## src/rtl/mem_seq_pkg.sv

```systemverilog
// Shared types, command encodings and default widths for the memory command sequencer.
package mem_seq_pkg;

   localparam int ADDR_W_DEF   = 3;
   localparam int DATA_W_DEF   = 8;
   localparam int WR_HOLD_DEF  = 2;
   localparam int RD_HOLD_DEF  = 2;
   localparam int GAP_HOLD_DEF = 2;
   localparam int QDEPTH_DEF   = 2;

   typedef enum logic [1:0] {
      S_IDLE,
      S_WRITE,
      S_READ,
      S_GAP
   } state_e;

   typedef struct packed {
      logic op;
      logic select;
   } cmd_t;

   localparam cmd_t CMD_IDLE  = cmd_t'(2'b00);
   localparam cmd_t CMD_WRITE = cmd_t'(2'b11);
   localparam cmd_t CMD_READ  = cmd_t'(2'b01);

   function automatic int max3(input int a, input int b, input int c);
      int m;
      m = (a > b) ? a : b;
      return (m > c) ? m : c;
   endfunction

endpackage

```

## src/rtl/mem_cmd_sequencer_fifo.sv

```systemverilog
// Request queue: power-of-two deep FIFO with wrap-around pointers, occupancy count and full/empty flags.
module req_fifo #(
   parameter int DEPTH = 2,
   parameter int WIDTH = 12
) (
   input  logic             clk,
   input  logic             rst_n,
   input  logic             push,
   input  logic             pop,
   input  logic [WIDTH-1:0] wdata,
   output logic [WIDTH-1:0] rdata,
   output logic             full,
   output logic             empty
);

   localparam int PTR_W = $clog2(DEPTH);
   localparam int CNT_W = PTR_W + 1;

   logic [WIDTH-1:0] mem_q [DEPTH];
   logic [WIDTH-1:0] mem_d [DEPTH];
   logic [PTR_W-1:0] wr_ptr_q, wr_ptr_d;
   logic [PTR_W-1:0] rd_ptr_q, rd_ptr_d;
   logic [CNT_W-1:0] count_q, count_d;
   logic             do_push;
   logic             do_pop;

   assign full    = (count_q == CNT_W'(DEPTH));
   assign empty   = (count_q == '0);
   assign do_push = push & ~full;
   assign do_pop  = pop & ~empty;
   assign rdata   = mem_q[rd_ptr_q];

   always_comb begin
      mem_d    = mem_q;
      wr_ptr_d = wr_ptr_q;
      rd_ptr_d = rd_ptr_q;
      count_d  = count_q;
      if (do_push) begin
         mem_d[wr_ptr_q] = wdata;
         wr_ptr_d        = wr_ptr_q + 1'b1;
      end
      if (do_pop) begin
         rd_ptr_d = rd_ptr_q + 1'b1;
      end
      case ({do_push, do_pop})
         2'b10:   count_d = count_q + 1'b1;
         2'b01:   count_d = count_q - 1'b1;
         default: count_d = count_q;
      endcase
   end

   always_ff @(posedge clk or negedge rst_n) begin
      if (!rst_n) begin
         mem_q    <= '{default: '0};
         wr_ptr_q <= '0;
         rd_ptr_q <= '0;
         count_q  <= '0;
      end else begin
         mem_q    <= mem_d;
         wr_ptr_q <= wr_ptr_d;
         rd_ptr_q <= rd_ptr_d;
         count_q  <= count_d;
      end
   end

endmodule

```

## src/rtl/mem_cmd_sequencer.sv

```systemverilog
// Front-end that turns queued read/write requests into timed op/select/adr/in
// command sequences for the 8x8 memory unit and returns read data on a response channel.
module mem_cmd_sequencer
   import mem_seq_pkg::*;
#(
   parameter int ADDR_W   = ADDR_W_DEF,
   parameter int DATA_W   = DATA_W_DEF,
   parameter int WR_HOLD  = WR_HOLD_DEF,
   parameter int RD_HOLD  = RD_HOLD_DEF,
   parameter int GAP_HOLD = GAP_HOLD_DEF,
   parameter int QDEPTH   = QDEPTH_DEF
) (
   input  logic              clk,
   input  logic              rst_n,
   input  logic              req_valid,
   output logic              req_ready,
   input  logic              req_write,
   input  logic [ADDR_W-1:0] req_adr,
   input  logic [DATA_W-1:0] req_data,
   output logic              rsp_valid,
   input  logic              rsp_ready,
   output logic [DATA_W-1:0] rsp_data,
   output logic [ADDR_W-1:0] rsp_adr,
   output logic              op,
   output logic              select,
   output logic [ADDR_W-1:0] adr,
   output logic [DATA_W-1:0] in,
   input  logic [DATA_W-1:0] out,
   input  logic              mem_valid,
   output logic              err
);

   localparam int ENTRY_W = 1 + ADDR_W + DATA_W;
   localparam int CNT_W   = $clog2(max3(WR_HOLD, RD_HOLD, GAP_HOLD)) + 1;

   state_e            state_q, state_d;
   logic [CNT_W-1:0]  cnt_q, cnt_d;
   cmd_t              cmd_d;
   logic              op_q, op_d;
   logic              select_q, select_d;
   logic [ADDR_W-1:0] adr_q, adr_d;
   logic [DATA_W-1:0] in_q, in_d;
   logic              rsp_valid_q, rsp_valid_d;
   logic [DATA_W-1:0] rsp_data_q, rsp_data_d;
   logic [ADDR_W-1:0] rsp_adr_q, rsp_adr_d;
   logic              err_q, err_d;

   logic               fifo_push;
   logic               fifo_pop;
   logic               fifo_full;
   logic               fifo_empty;
   logic [ENTRY_W-1:0] fifo_wdata;
   logic [ENTRY_W-1:0] fifo_rdata;
   logic               head_write;
   logic [ADDR_W-1:0]  head_adr;
   logic [DATA_W-1:0]  head_data;
   logic               hold_last;
   logic               access_last;

   assign req_ready  = ~fifo_full;
   assign fifo_push  = req_valid & req_ready;
   assign fifo_wdata = {req_write, req_adr, req_data};
   assign {head_write, head_adr, head_data} = fifo_rdata;

   req_fifo #(
      .DEPTH (QDEPTH),
      .WIDTH (ENTRY_W)
   ) u_req_fifo (
      .clk   (clk),
      .rst_n (rst_n),
      .push  (fifo_push),
      .pop   (fifo_pop),
      .wdata (fifo_wdata),
      .rdata (fifo_rdata),
      .full  (fifo_full),
      .empty (fifo_empty)
   );

   // The hold counter is loaded on entry to a timed state; that state ends when it reads 1.
   assign hold_last   = (cnt_q == CNT_W'(1));
   assign access_last = hold_last & ((state_q == S_WRITE) | (state_q == S_READ));

   always_ff @(posedge clk or negedge rst_n) begin
      if (!rst_n) begin
         state_q     <= S_IDLE;
         cnt_q       <= '0;
         op_q        <= 1'b0;
         select_q    <= 1'b0;
         adr_q       <= '0;
         in_q        <= '0;
         rsp_valid_q <= 1'b0;
         rsp_data_q  <= '0;
         rsp_adr_q   <= '0;
         err_q       <= 1'b0;
      end else begin
         state_q     <= state_d;
         cnt_q       <= cnt_d;
         op_q        <= op_d;
         select_q    <= select_d;
         adr_q       <= adr_d;
         in_q        <= in_d;
         rsp_valid_q <= rsp_valid_d;
         rsp_data_q  <= rsp_data_d;
         rsp_adr_q   <= rsp_adr_d;
         err_q       <= err_d;
      end
   end

   // A read at the head waits while a response is still pending; nothing behind it may overtake.
   always_comb begin
      state_d  = state_q;
      cnt_d    = cnt_q;
      fifo_pop = 1'b0;
      case (state_q)
         S_IDLE: begin
            if (!fifo_empty) begin
               if (head_write) begin
                  fifo_pop = 1'b1;
                  state_d  = S_WRITE;
                  cnt_d    = CNT_W'(WR_HOLD);
               end else if (!rsp_valid_q) begin
                  fifo_pop = 1'b1;
                  state_d  = S_READ;
                  cnt_d    = CNT_W'(RD_HOLD);
               end
            end
         end
         S_WRITE, S_READ: begin
            if (hold_last) begin
               state_d = S_GAP;
               cnt_d   = CNT_W'(GAP_HOLD);
            end else begin
               cnt_d = cnt_q - 1'b1;
            end
         end
         S_GAP: begin
            if (hold_last) begin
               state_d = S_IDLE;
               cnt_d   = '0;
            end else begin
               cnt_d = cnt_q - 1'b1;
            end
         end
         default: begin
            state_d = S_IDLE;
            cnt_d   = '0;
         end
      endcase
   end

   // Mem-side outputs are registered from the next state, so they line up with the state register.
   always_comb begin
      case (state_d)
         S_WRITE: cmd_d = CMD_WRITE;
         S_READ:  cmd_d = CMD_READ;
         default: cmd_d = CMD_IDLE;
      endcase
      op_d     = cmd_d.op;
      select_d = cmd_d.select;
      adr_d    = adr_q;
      in_d     = in_q;
      if (fifo_pop) begin
         adr_d = head_adr;
         if (head_write) begin
            in_d = head_data;
         end
      end
      rsp_valid_d = rsp_valid_q;
      rsp_data_d  = rsp_data_q;
      rsp_adr_d   = rsp_adr_q;
      if (access_last && (state_q == S_READ)) begin
         rsp_valid_d = 1'b1;
         rsp_data_d  = out;
         rsp_adr_d   = adr_q;
      end else if (rsp_valid_q && rsp_ready) begin
         rsp_valid_d = 1'b0;
      end
      err_d = err_q | (access_last & ~mem_valid);
   end

   assign op        = op_q;
   assign select    = select_q;
   assign adr       = adr_q;
   assign in        = in_q;
   assign rsp_valid = rsp_valid_q;
   assign rsp_data  = rsp_data_q;
   assign rsp_adr   = rsp_adr_q;
   assign err       = err_q;

endmodule

```

## config.mk

```make
export PLATFORM = sky130hd
export DESIGN_NAME = mem_cmd_sequencer
export DESIGN_NICKNAME = d
export VERILOG_FILES = /design/src/rtl/mem_seq_pkg.sv /design/src/rtl/mem_cmd_sequencer_fifo.sv /design/src/rtl/mem_cmd_sequencer.sv
export SDC_FILE = /design/constraint.sdc
export NUM_CORES = 1
export LEC_CHECK = 0
export BUFFER_PORTS_ARGS = -buffer_cell sky130_fd_sc_hd__buf_2
export CORE_ASPECT_RATIO = 0.8
export CORE_MARGIN = 10
export CORE_UTILIZATION = 58
export DETAILED_ROUTE_END_ITERATION = 12
export GPL_TIMING_DRIVEN = 0
export HOLD_SLACK_MARGIN = 0.05
export PLACE_DENSITY = 0.84
export REMOVE_ABC_BUFFERS = 1
export SLEW_MARGIN = 30
export SYNTH_ARGS = -nofsm -noshare
export SYNTH_HDL_FRONTEND = slang
export SYNTH_SLANG_ARGS = --single-unit
```

## constraint.sdc

```tcl
create_clock -name clk -period 4.3 [get_ports clk]
set_input_delay 0.215 -clock clk [delete_from_list [all_inputs] [get_ports clk]]
set_output_delay 0.215 -clock clk [all_outputs]
set_load 0.1 [all_outputs]
```

==> results of run 1 <==
[stage by stage]
stage	hold WS [ns]	area, µm²	utilization (%)
finish	0.0791	3010	72.0
global route	0.0746	3010	72.0
CTS	0.0617	3010	72.0
detailed placement	0.313	2790	66.9
global placement	0.404	2790	66.8
floorplan	-0.0806	2460	-
[worst max-delay path, stage by stage, from the launching register on]
cell and delay, ns:
dfrtp_1 0.85, mux2i_4 0.42, nor2_1 0.12, a221o_1 0.39
ha_1 0.28, inv_1 0.03
[per-layer routing]
metal	share of wire (%)	track usage, %	vias to the layer above
met1	43	14.7	776
met2	48	20.8	44
met3	7.7	7.61	8
met4	2.0	7.08	0
met5	0	0	-
li1	-	-	760
[cell type report]
type | instances | area [µm²]
sequential | 58 | 1450
fill | 293 | 1170
multi-input combinational | 115 | 987
timing repair buffer | 52 | 268
clock buffer | 13 | 169
tap | 57 | 71.3
clock inverter | 2 | 35.0
inverter | 7 | 26.3
[cell families (layout without fill, tap and decap cells)]
kind of cell               after synthesis  count (layout)  share of synthesized area (%)
adders and majority gates                8               8                           3.99
DFF                                     58              58                           57.9
and+or+nand+nor                         26              26                           5.34
AOI/OAI and AO/OA                       27              27                           6.44
buffers and inverters                   13              74                           2.70
muxes                                   49              49                           21.9
xor gates and xnor gates                 5               5                           1.75
[registers in the layout, indices dropped and copies added (netlist names)]
register / cells
op: 1
in: 8
state_q: 2
u_req_fifo.mem_q: 24
adr: 3
rsp_valid: 1
cnt_q: 2
u_req_fifo.count_q: 2
err: 1
rsp_adr: 3
select: 1
rsp_data: 8
u_req_fifo.rd_ptr_q: 1
u_req_fifo.wr_ptr_q: 1
[synthesized netlist by cell type]
cell and number:
dfrtp_1 58, mux2_2 36, nor2_1 16, a21oi_1 13, mux2i_1 12, ha_1 8
inv_1 7, o21ai_0 6, a21oi_2 3, buf_2 3, xnor2_1 3, buf_4 2
nand3_1 2, xor2_1 2, a21o_1 1, a221o_1 1, buf_6 1, mux2i_4 1
nand2_1 1, nand2_2 1, nand2b_1 1, nand2b_2 1, nor2_2 1, nor2b_2 1
nor3_1 1, nor3b_4 1, o21bai_1 1, o22a_1 1, o22ai_1 1
[worst min-delay path by stage]
stage,endpoint,startpoint
after floorplan,adr[0]$_DFFE_PN0N_,rst_n
after global placement,rsp_valid$_DFFE_PN0P_,rsp_ready
after detailed placement,in[6]$_DFFE_PN0P_,rst_n
after CTS,rsp_valid$_DFFE_PN0P_,rsp_ready
after global routing,rsp_valid$_DFFE_PN0P_,rsp_ready
final,rsp_valid$_DFFE_PN0P_,rsp_ready
==> results.md, run 1 <==
* Status: finished, final reports clean
* Setup crit end: select$_DFF_PN0_
* Setup Viol. Count Final at 0
* # nets final at 276
* Initial antenna violation count at 0
* Clock Sinks at slightly below 60
* CP Launch Point: u_req_fifo.rd_ptr_q$_DFFE_PN0P_
* Residual DRC count at 0
* Instance count of the mapped netlist at 186
* Final Non-Filler Cells at roughly 300
* #FFs+latches synth at 58
* Final period utilization at between 50% and 60%
* Worst EP arrival at approximately 2.4 ns
* Leading area contributor after synthesis: dfrtp_1
* Starting density of the core at 60.0%
* Synth unique cells at 29
* Most frequent cells in the layout: 58 x dfrtp_1, 50 x buf_2, 36 x mux2_2
* Syn_area_per_cell at 13.5 µm²
* Ranking of synthesized cells by area: dfrtp_1 58%, mux2_2 16%, mux2i_1 4.8%, ha_1 4.0%, a21oi_1 2.6%
* Post-synth top area share at about 58%
* Ys Warns at 0
* CP Capture Type: flop
* Fmax at around 460 MHz
* Clock skew at between 0.006 and 0.007 ns
* H-tree depth at 3
* Reg-to-reg endpoint: select$_DFF_PN0_
* Root Buffer: clkbuf_8
* Drt pass-1 iters at 4
* Worst R2R Path Depth at 5
* DR WL/cell at about 15 µm
* Critical path launch point type: flop
* GRT Residual Overflow at 0
* Cell total after placement at between 200 and 300
* Hpwl dp at approximately 3200 µm
* Endpoints failing hold at 0
* Final ANT Viol Nets at 0
* Clock slew at reported path FFs at roughly 0.060 ns
* Layout cells sized above 1 at between 40% and 50%
* Largest net degree at the start of global routing at 59
* Initial DRC Count at 44
* Worst-case clock buffer depth at 2
* Setup_tns at 0 ns
* Netlist Area Pre-Place at between 2000 and 3000 µm²
* Post-Route WL at around 4600 µm
* Worst Path Required at between 4 and 5 ns
* R2r startpoint: u_req_fifo.rd_ptr_q$_DFFE_PN0P_
* Min cycle time layout at 2.19 ns
* Critical path type: flop to flop
* Die area at between 7000 and 8000 µm²
* Pre-CTS setup slack at 2.10 ns
* I/O Pins at 52
* CTS tree: built
* CTS resizes at 0
* Worst Path Max Fanout at 13
* Most common cell after layout, fill and taps aside: dfrtp_1
* Max-slew violation count at 0
* Global-route wire length before repair at just under 8000 µm
* Die Y at 78.8 µm
* Clk_lat worst skew at 0.33 ns
* Core ar. at between 4000 and 5000 µm²
* Worst Hold Class: input port to flop
* Synth-to-Final Area Change at 20.0%
* RSZ-0062 raised after global routing: no
* Diode count at 0
* Sequential fraction of the synthesis area at between 50 and 60%
* Port bufs at slightly above 50
* Placer congestion estimate at roughly 0.81
* Die X at around 93 µm
* Overall Global Routing Usage at between 10% and 20%
* Flop2flop setup slack at ~2.1 ns
* Slew HR at a little under half
* Setup ws final at between 2 and 2.5 ns
* Rows at 21
* Postcts setup bufs at 0
* Vias at about 1600
* CTS buffer count at 9
* Hold depth at 2
* Routed vias/inst at between 5 and 6
* Slew at the pin closest to its max-slew limit at ~0.78 ns
* Max-cap violations at 0
* Vias in the first global route at about 1600
* Hold_buf cts at 1
Power of run 1 is left out: the tool's default activity adds up to more than one toggle a clock period on the data nets, which glitch-free logic cannot reach.
==> inputs of run 2 (changes only) <==
Settings changed: ABC_AREA from default to 1, CORE_UTILIZATION 58 to 49, PLACE_DENSITY 0.84 to 0.75.
Clock period 4.3 ns to 1.9 ns, I/O delays scaled along.
==> run 2 against run 1 <==
- register-to-register slack worse by 2.0 ns
- critical endpoint is now u_req_fifo.count_q[1]$_DFFE_PN0P_
- highest routed layer unchanged
- core utilization down 8.6 points
- critical path depth up 4
- non-clock buffer count up 25
- synthesized area up 7.1%
- synthesized cell count up 62%
- largest cell class unchanged
==> results.md, run 2 <==
* Sequential fraction of the synthesis area at 54.1% (was 57.9%)
* Slew HR at 52.6% (was 47.9%)
* Overall Global Routing Usage at 14.3% (was 13.5%)
* Layout cells sized above 1 at 24.5% (was 44.5%)
* Global-route wire length before repair at 9940 µm (was 7790 µm)
* Most common cell on crit path: nand3_4
* Adder-cell share of the synthesized area at 3.73% (was 3.99%)
* Worst Hold Class: input port to flop (unchanged)
* Setup_tns at 0 ns (unchanged)
* Ranking of synthesized cells by area: dfrtp_1 54%, nand2_1 15%, o21ai_0 5.8%, o21ai_1 3.9%, ha_1 3.7% (was dfrtp_1 58%, mux2_2 16%, mux2i_1 4.8%, ha_1 4.0%, a21oi_1 2.6%)
* CTS tree: built (unchanged)
* Die area at 8860 µm² (was 7370 µm²)
* Post-synth top cells: 105 x nand2_1, 58 x dfrtp_1, 31 x o21ai_0, 22 x inv_1, 21 x o21ai_1 (was 58 x dfrtp_1, 36 x mux2_2, 16 x nor2_1, 13 x a21oi_1, 12 x mux2i_1)
* # nets final at 411 (was 276)
* Fillers at 459 (was 293)
* Post-synth top area share at 54.1% (was 57.9%)
* Fmax at 565 MHz (was 456 MHz)
* Status: finished, final reports clean (unchanged)
* Initial antenna violation count at 0 (unchanged)
* Most frequent cells in the layout: 104 x nand2_1, 57 x dfrtp_1, 50 x buf_2 (was 58 x dfrtp_1, 50 x buf_2, 36 x mux2_2)
* Netlist Area Pre-Place at 2690 µm² (was 2510 µm²)
* Largest net degree at the start of global routing at 59 (unchanged)
* Worst EP arrival at 2.03 ns (was 2.41 ns)
* Max reg flops at 24 (unchanged)
* Xor and xnor area share after synthesis at 0.652% (was 1.75%)
* CP max stage cell: dfrtp_2 (was dfrtp_1)
* Simple-gate share of the synthesized area at 23.9% (was 5.34%)
* Residual DRC count at 0 (unchanged)
* Setup Viol. Count Final at 0 (unchanged)
* Post-Route WL at 5840 µm (was 4570 µm)
* Worst Path Required at 2.16 ns (was 4.52 ns)
* Fraction of registers with async set/reset at 100% (unchanged)
* Starting density of the core at 50.0% (was 60.0%)
* CTS buffer count at 9 (unchanged)
* Max-slew violation count at 0 (unchanged)
* Syn_area_per_cell at 8.89 µm² (was 13.5 µm²)
* Post-synth EDFFs at 0 (unchanged)
* Clock slew at reported path FFs at 0.06 ns (about the same)
* Synth-to-Final Area Change at 26.8% (was 20.0%)
* Instance count of the mapped netlist at 302 (was 186)
* #FFs+latches synth at 58 (unchanged)
* Initial DRC Count at 102 (was 44)
* Vias at 2173 (was 1588)
* H-tree depth at 3 (unchanged)
* Max stage delay on crit path at 0.43 ns (was 0.85 ns)
* Clk_lat worst skew at 0.35 ns (was 0.33 ns)
* Drt pass-1 iters at 4 (unchanged)
* Root Buffer: clkbuf_8 (unchanged)
* Leading area contributor after synthesis: dfrtp_1 (unchanged)
* Endpoints failing hold at 0 (unchanged)
* Final ANT Viol Nets at 0 (unchanged)
* DR WL/cell at 13.0 µm (was 15.0 µm)
* Die X at 103 µm (was 93.5 µm)
* Ys flop type: dfrtp_1 (unchanged)
* Synth unique cells at 26 (was 29)
* Clock skew at 0.0110 ns (was 0.00661 ns)
* Hpwl dp at 3830 µm (was 3250 µm)
* Final period utilization at 93.1% (was 51.0%)
* Largest family of logic cells by synthesized area: simple AND/OR/NAND/NOR gates (was multiplexers)
* Diode count at 0 (unchanged)
* Crit path buf inv count at 2 (was 1)
* CP Capture Type: flop (unchanged)
* Delay-heaviest family, CP: simple AND/OR/NAND/NOR gates (was flip-flops)
* Die Y at 86.2 µm (was 78.8 µm)
* Ordered list of cells on the worst path: buf_4, nand2_2, nand3_4, nand3_4, inv_1, ha_1, or2_2, nand2_1, xor2_1 (was mux2i_4, nor2_1, a221o_1, ha_1, inv_1)
* Slew at the pin closest to its max-slew limit at 0.711 ns (was 0.781 ns)
* Biggest register: u_req_fifo.mem_q (unchanged)
* Worst-case clock buffer depth at 2 (unchanged)
* Max-cap violations at 0 (unchanged)
* Clock Sinks at 58 (unchanged)
* Routed vias/inst at 4.85 (was 5.22)
* Min cycle time layout at 1.77 ns (was 2.19 ns)
* Ys Warns at 0 (unchanged)
* Compound-cell area share of the yosys netlist at 10.6% (was 6.44%)
* Critical path launch point type: flop (unchanged)
* Most common cell in the netlist: nand2_1 (was dfrtp_1)
* Most common cell after layout, fill and taps aside: nand2_1 (was dfrtp_1)
* Critical path type: flop to flop (unchanged)
* Post-synthesis mux area share at 0% (was 21.9%)
* Worst Path Max Fanout at 5 (was 13)
* Core ar. at 5380 µm² (was 4180 µm²)
* Rows at 24 (was 21)
* I/O Pins at 52 (unchanged)
* Setup ws final at 0.130 ns (was 2.11 ns)
* GRT Residual Overflow at 0 (unchanged)
* Pre-CTS setup slack at -0.345 ns (was 2.10 ns)
* Vias in the first global route at 2123 (was 1633)
* Port bufs at 51 (unchanged)
* Placer congestion estimate at 0.822 (was 0.807)
[run 2: changes by cell type in the layout (fill, tap and decap cells not counted), sizes merged, moves of 3 or more]
cell	change
buf	+3
nor2	-10
dlygate4sd3	+22
nand2	+106
inv	+19
o21ai	+46
mux2	-36
or2	+9
mux2i	-13
nand4	+5
a21oi	-14
nand3	+9
[run 2: path summary, 6_finish.rpt]
kind                                            startpoint                           endpoint  slack (ns)  depth (start not counted)
hold reg to reg            u_req_fifo.mem_q[2]$_DFFE_PN0P_    u_req_fifo.mem_q[2]$_DFFE_PN0P_        0.48                          2
min in group asynchronous                            rst_n    u_req_fifo.mem_q[3]$_DFFE_PN0P_        0.35                          2
setup reg to reg           u_req_fifo.rd_ptr_q$_DFFE_PN0P_  u_req_fifo.count_q[1]$_DFFE_PN0P_        0.13                          9
setup / recovery           u_req_fifo.rd_ptr_q$_DFFE_PN0P_  u_req_fifo.count_q[1]$_DFFE_PN0P_        0.13                          9
hold / removal                                   req_valid    u_req_fifo.wr_ptr_q$_DFFE_PN0N_        0.09                          3
max in group asynchronous                            rst_n    u_req_fifo.rd_ptr_q$_DFFE_PN0P_        1.03                          2
[run 2: through the flow]
step	utilization, %	instances	area [µm²]	hold WS (ns)
after global routing	63.4	448	3410	0.128
final	63.4	448	3410	0.0933
after global placement	54.5	406	2930	0.275
after detailed placement	54.6	406	2930	0.203
after floorplan	-	290	2590	-0.201
after CTS	62.8	448	3380	0.0813
[run 2: worst min-delay path, stage by stage]
cell     delay, ns
buf_2         0.14
a21oi_1       0.08
nor2_1        0.08
[run 2: layout make-up]
type                    instances  area, µm²  share of cell area, %
flip-flops and latches         58       1450                   42.7
clock inverters                 5       30.0                  0.882
multi-input cells             206       1090                   32.0
repair buffers                 77        510                   15.0
clock buffers                  11        141                   4.15
well taps                      65       81.3                   2.39
inverters                      26        100                   2.94
[run 2: kinds of logic (layout without fill, tap and decap cells)]
family,count (synthesis),count (layout)
compound gates,56,56
xor+xnor,2,2
fa+ha+maj,8,8
buf+inv,38,119
flops,58,58
simple gates,140,140
[run 2: what timing repair did]
item,in CTS,in global routing
hold buffers,23,0
endpoints found under the setup margin,5,2
hold endpoints to repair,92,0
setup buffers,3,0
gates resized for setup,6,4
[run 2: metal layers]
layer	wire length, µm	GRT usage, %	share of wire [%]	vias up
met4	131	6.05	2.2	0
met1	2400	15.5	41	993
met3	449	6.84	7.7	13
met5	0	0	0	-
met2	2860	23.7	49	50
li1	-	-	-	1117
Power of run 2 is left out for the same reason.
==> inputs of run 3 (changes only) <==
==> constraint.sdc (replaced) <==
create_clock -name clk -period 1.9 [get_ports clk]
set_input_delay 0 -clock clk [delete_from_list [all_inputs] [get_ports clk]]
set_output_delay 0 -clock clk [all_outputs]
set_load 0.1 [all_outputs]
==> run 3 against run 2 <==
- register-to-register slack hardly changed
- worst setup slack hardly changed
- first-iteration DRC count is 2.9% lower
- die area stayed put
- hold slack better by 0.16 ns
- wire length hardly changed
- count of clock-buffer cells in the layout stayed put
- critical endpoint unchanged
- largest cell class unchanged
==> results.md, run 3 (synthesis results as in run 2) <==
* Synth-to-Final Area Change at 27.2% (was 26.8%)
* CP Capture Type: flop (unchanged)
* Slew HR at 52.6% (about the same)
* Vias at 2173 (unchanged)
* Crit path buf inv count at 2 (unchanged)
* Global-route wire length before repair at 9950 µm (was 9940 µm)
* CP max stage cell: dfrtp_2 (unchanged)
* Biggest register: u_req_fifo.mem_q (unchanged)
* Min cycle time layout at 1.77 ns (about the same)
* Layout cells sized above 1 at 24.5% (about the same)
* Final period utilization at 93.2% (was 93.1%)
* Initial antenna violation count at 0 (unchanged)
* Hpwl dp at 3830 µm (unchanged)
* Max-cap violations at 0 (unchanged)
* Max reg flops at 24 (unchanged)
* Critical path launch point type: flop (unchanged)
* Setup ws final at 0.130 ns (about the same)
* Endpoints failing hold at 0 (unchanged)
* Post-DP Area at 2930 µm² (unchanged)
* Ordered list of cells on the worst path: buf_4, nand2_2, nand3_4, nand3_4, inv_1, ha_1, or2_2, nand2_1, xor2_1 (unchanged)
* Die Y at 86.2 µm (unchanged)
* Diode count at 0 (unchanged)
* Critical path type: flop to flop (unchanged)
* Post-Route WL at 5840 µm (about the same)
* Clk_lat worst skew at 0.35 ns (about the same)
* Routed vias/inst at 4.84 (was 4.85)
* Most frequent cells in the layout: 104 x nand2_1, 57 x dfrtp_1, 50 x buf_2 (unchanged)
* Worst Path Max Fanout at 5 (unchanged)
* Max-slew violation count at 0 (unchanged)
* Die area at 8860 µm² (unchanged)
* Final ANT Viol Nets at 0 (unchanged)
* Worst Path Required at 2.16 ns (about the same)
* Largest net degree at the start of global routing at 59 (unchanged)
* CTS tree: built (unchanged)
* CTS buffer count at 9 (unchanged)
* Worst EP arrival at 2.03 ns (about the same)
* Residual DRC count at 0 (unchanged)
* Vias in the first global route at 2126 (was 2123)
* Design Area, Final at 3420 µm² (was 3410 µm²)
* Clock Sinks at 58 (unchanged)
* Worst Hold Class: input port to asynchronous set/reset pin (was input port to flop)
* Overall Global Routing Usage at 14.3% (unchanged)
* Rows at 24 (unchanged)
* Status: finished, final reports clean (unchanged)
* GRT Residual Overflow at 0 (unchanged)
* Clock skew at 0.0111 ns (was 0.0110 ns)
* Worst-case clock buffer depth at 2 (unchanged)
* Starting density of the core at 50.0% (unchanged)
* Fmax at 565 MHz (about the same)
* H-tree depth at 3 (unchanged)
* Most common cell after layout, fill and taps aside: nand2_1 (unchanged)
* # nets final at 412 (was 411)
* Root Buffer: clkbuf_8 (unchanged)
* Slew at the pin closest to its max-slew limit at 0.711 ns (about the same)
* Hold slack final at 0.255 ns (was 0.0933 ns)
* Port bufs at 51 (unchanged)
* Initial DRC Count at 99 (was 102)
* Core ar. at 5380 µm² (unchanged)
* DR WL/cell at 13.0 µm (about the same)
* Drt pass-1 iters at 4 (unchanged)
* I/O Pins at 52 (unchanged)
* Setup Viol. Count Final at 0 (unchanged)
* Clock slew at reported path FFs at 0.06 ns (about the same)
* Delay-heaviest family, CP: simple AND/OR/NAND/NOR gates (unchanged)
* Most common cell on crit path: nand3_4 (unchanged)
* Die X at 103 µm (unchanged)
* Placer congestion estimate at 0.822 (unchanged)
* Pre-CTS setup slack at -0.345 ns (unchanged)
* Max stage delay on crit path at 0.43 ns (about the same)
-- run 3: changes by cell type in the layout (fill, tap and decap cells not counted), sizes merged --
| cell | previous run | this run |
|---|---|---|
| dlygate4sd3 | 23 | 24 |
-- run 3: final timing paths --
path	slack (ns)	start	cells after the start	to
worst max-delay path	0.13	u_req_fifo.rd_ptr_q$_DFFE_PN0P_	9	u_req_fifo.count_q[1]$_DFFE_PN0P_
worst min-delay path	0.26	rst_n	2	u_req_fifo.mem_q[3]$_DFFE_PN0P_
worst max register to register	0.13	u_req_fifo.rd_ptr_q$_DFFE_PN0P_	9	u_req_fifo.count_q[1]$_DFFE_PN0P_
worst min register to register	0.48	u_req_fifo.mem_q[2]$_DFFE_PN0P_	2	u_req_fifo.mem_q[2]$_DFFE_PN0P_
max in group asynchronous	1.12	rst_n	2	u_req_fifo.rd_ptr_q$_DFFE_PN0P_
min in group clk	0.35	rsp_ready	3	rsp_valid$_DFFE_PN0P_
-- run 3: final cells by class --
cell class                      count  area (µm²)
Tap cell                           65        81.3
Clock inverter                      5        30.0
Clock buffer                       11         141
Sequential cell                    58        1450
Timing Repair Buffer               78         520
Inverter                           26         100
Multi-Input combinational cell    206        1090
Fill cell                         458        1960
-- run 3: worst register-to-register path: stages, from the launching register on --
cell	delay (ns)
dfrtp_2	0.43
buf_4	0.15
nand2_2	0.09
nand3_4	0.12
nand3_4	0.11
inv_1	0.06
ha_1	0.20
or2_2	0.28
nand2_1	0.09
xor2_1	0.17
-- run 3: repair_timing --
| item | in CTS | in global routing |
|---|---|---|
| endpoints found under the setup margin | 5 | 2 |
| hold buffers | 24 | 0 |
| gates resized for setup | 6 | 4 |
| hold endpoints to repair | 93 | 0 |
| buffers inserted | 3 | 0 |
-- run 3: metrics by stage --
stage	instances	setup TNS, ns	util (%)
after floorplan	290	-0.446	-
after global placement	406	-0.332	54.5
final	449	0	63.5
after CTS	449	0	63.0
after detailed placement	406	-0.466	54.6
after global routing	449	-0.00333	63.5
-- run 3: metal layers --
layer	vias up	wire length (µm)	GRT usage, %
li1	1119	-	-
met1	991	2410	15.6
met2	51	2860	23.7
met3	12	437	6.68
met4	0	129	6.05
met5	-	0	0
Power of run 3 is left out for the same reason.
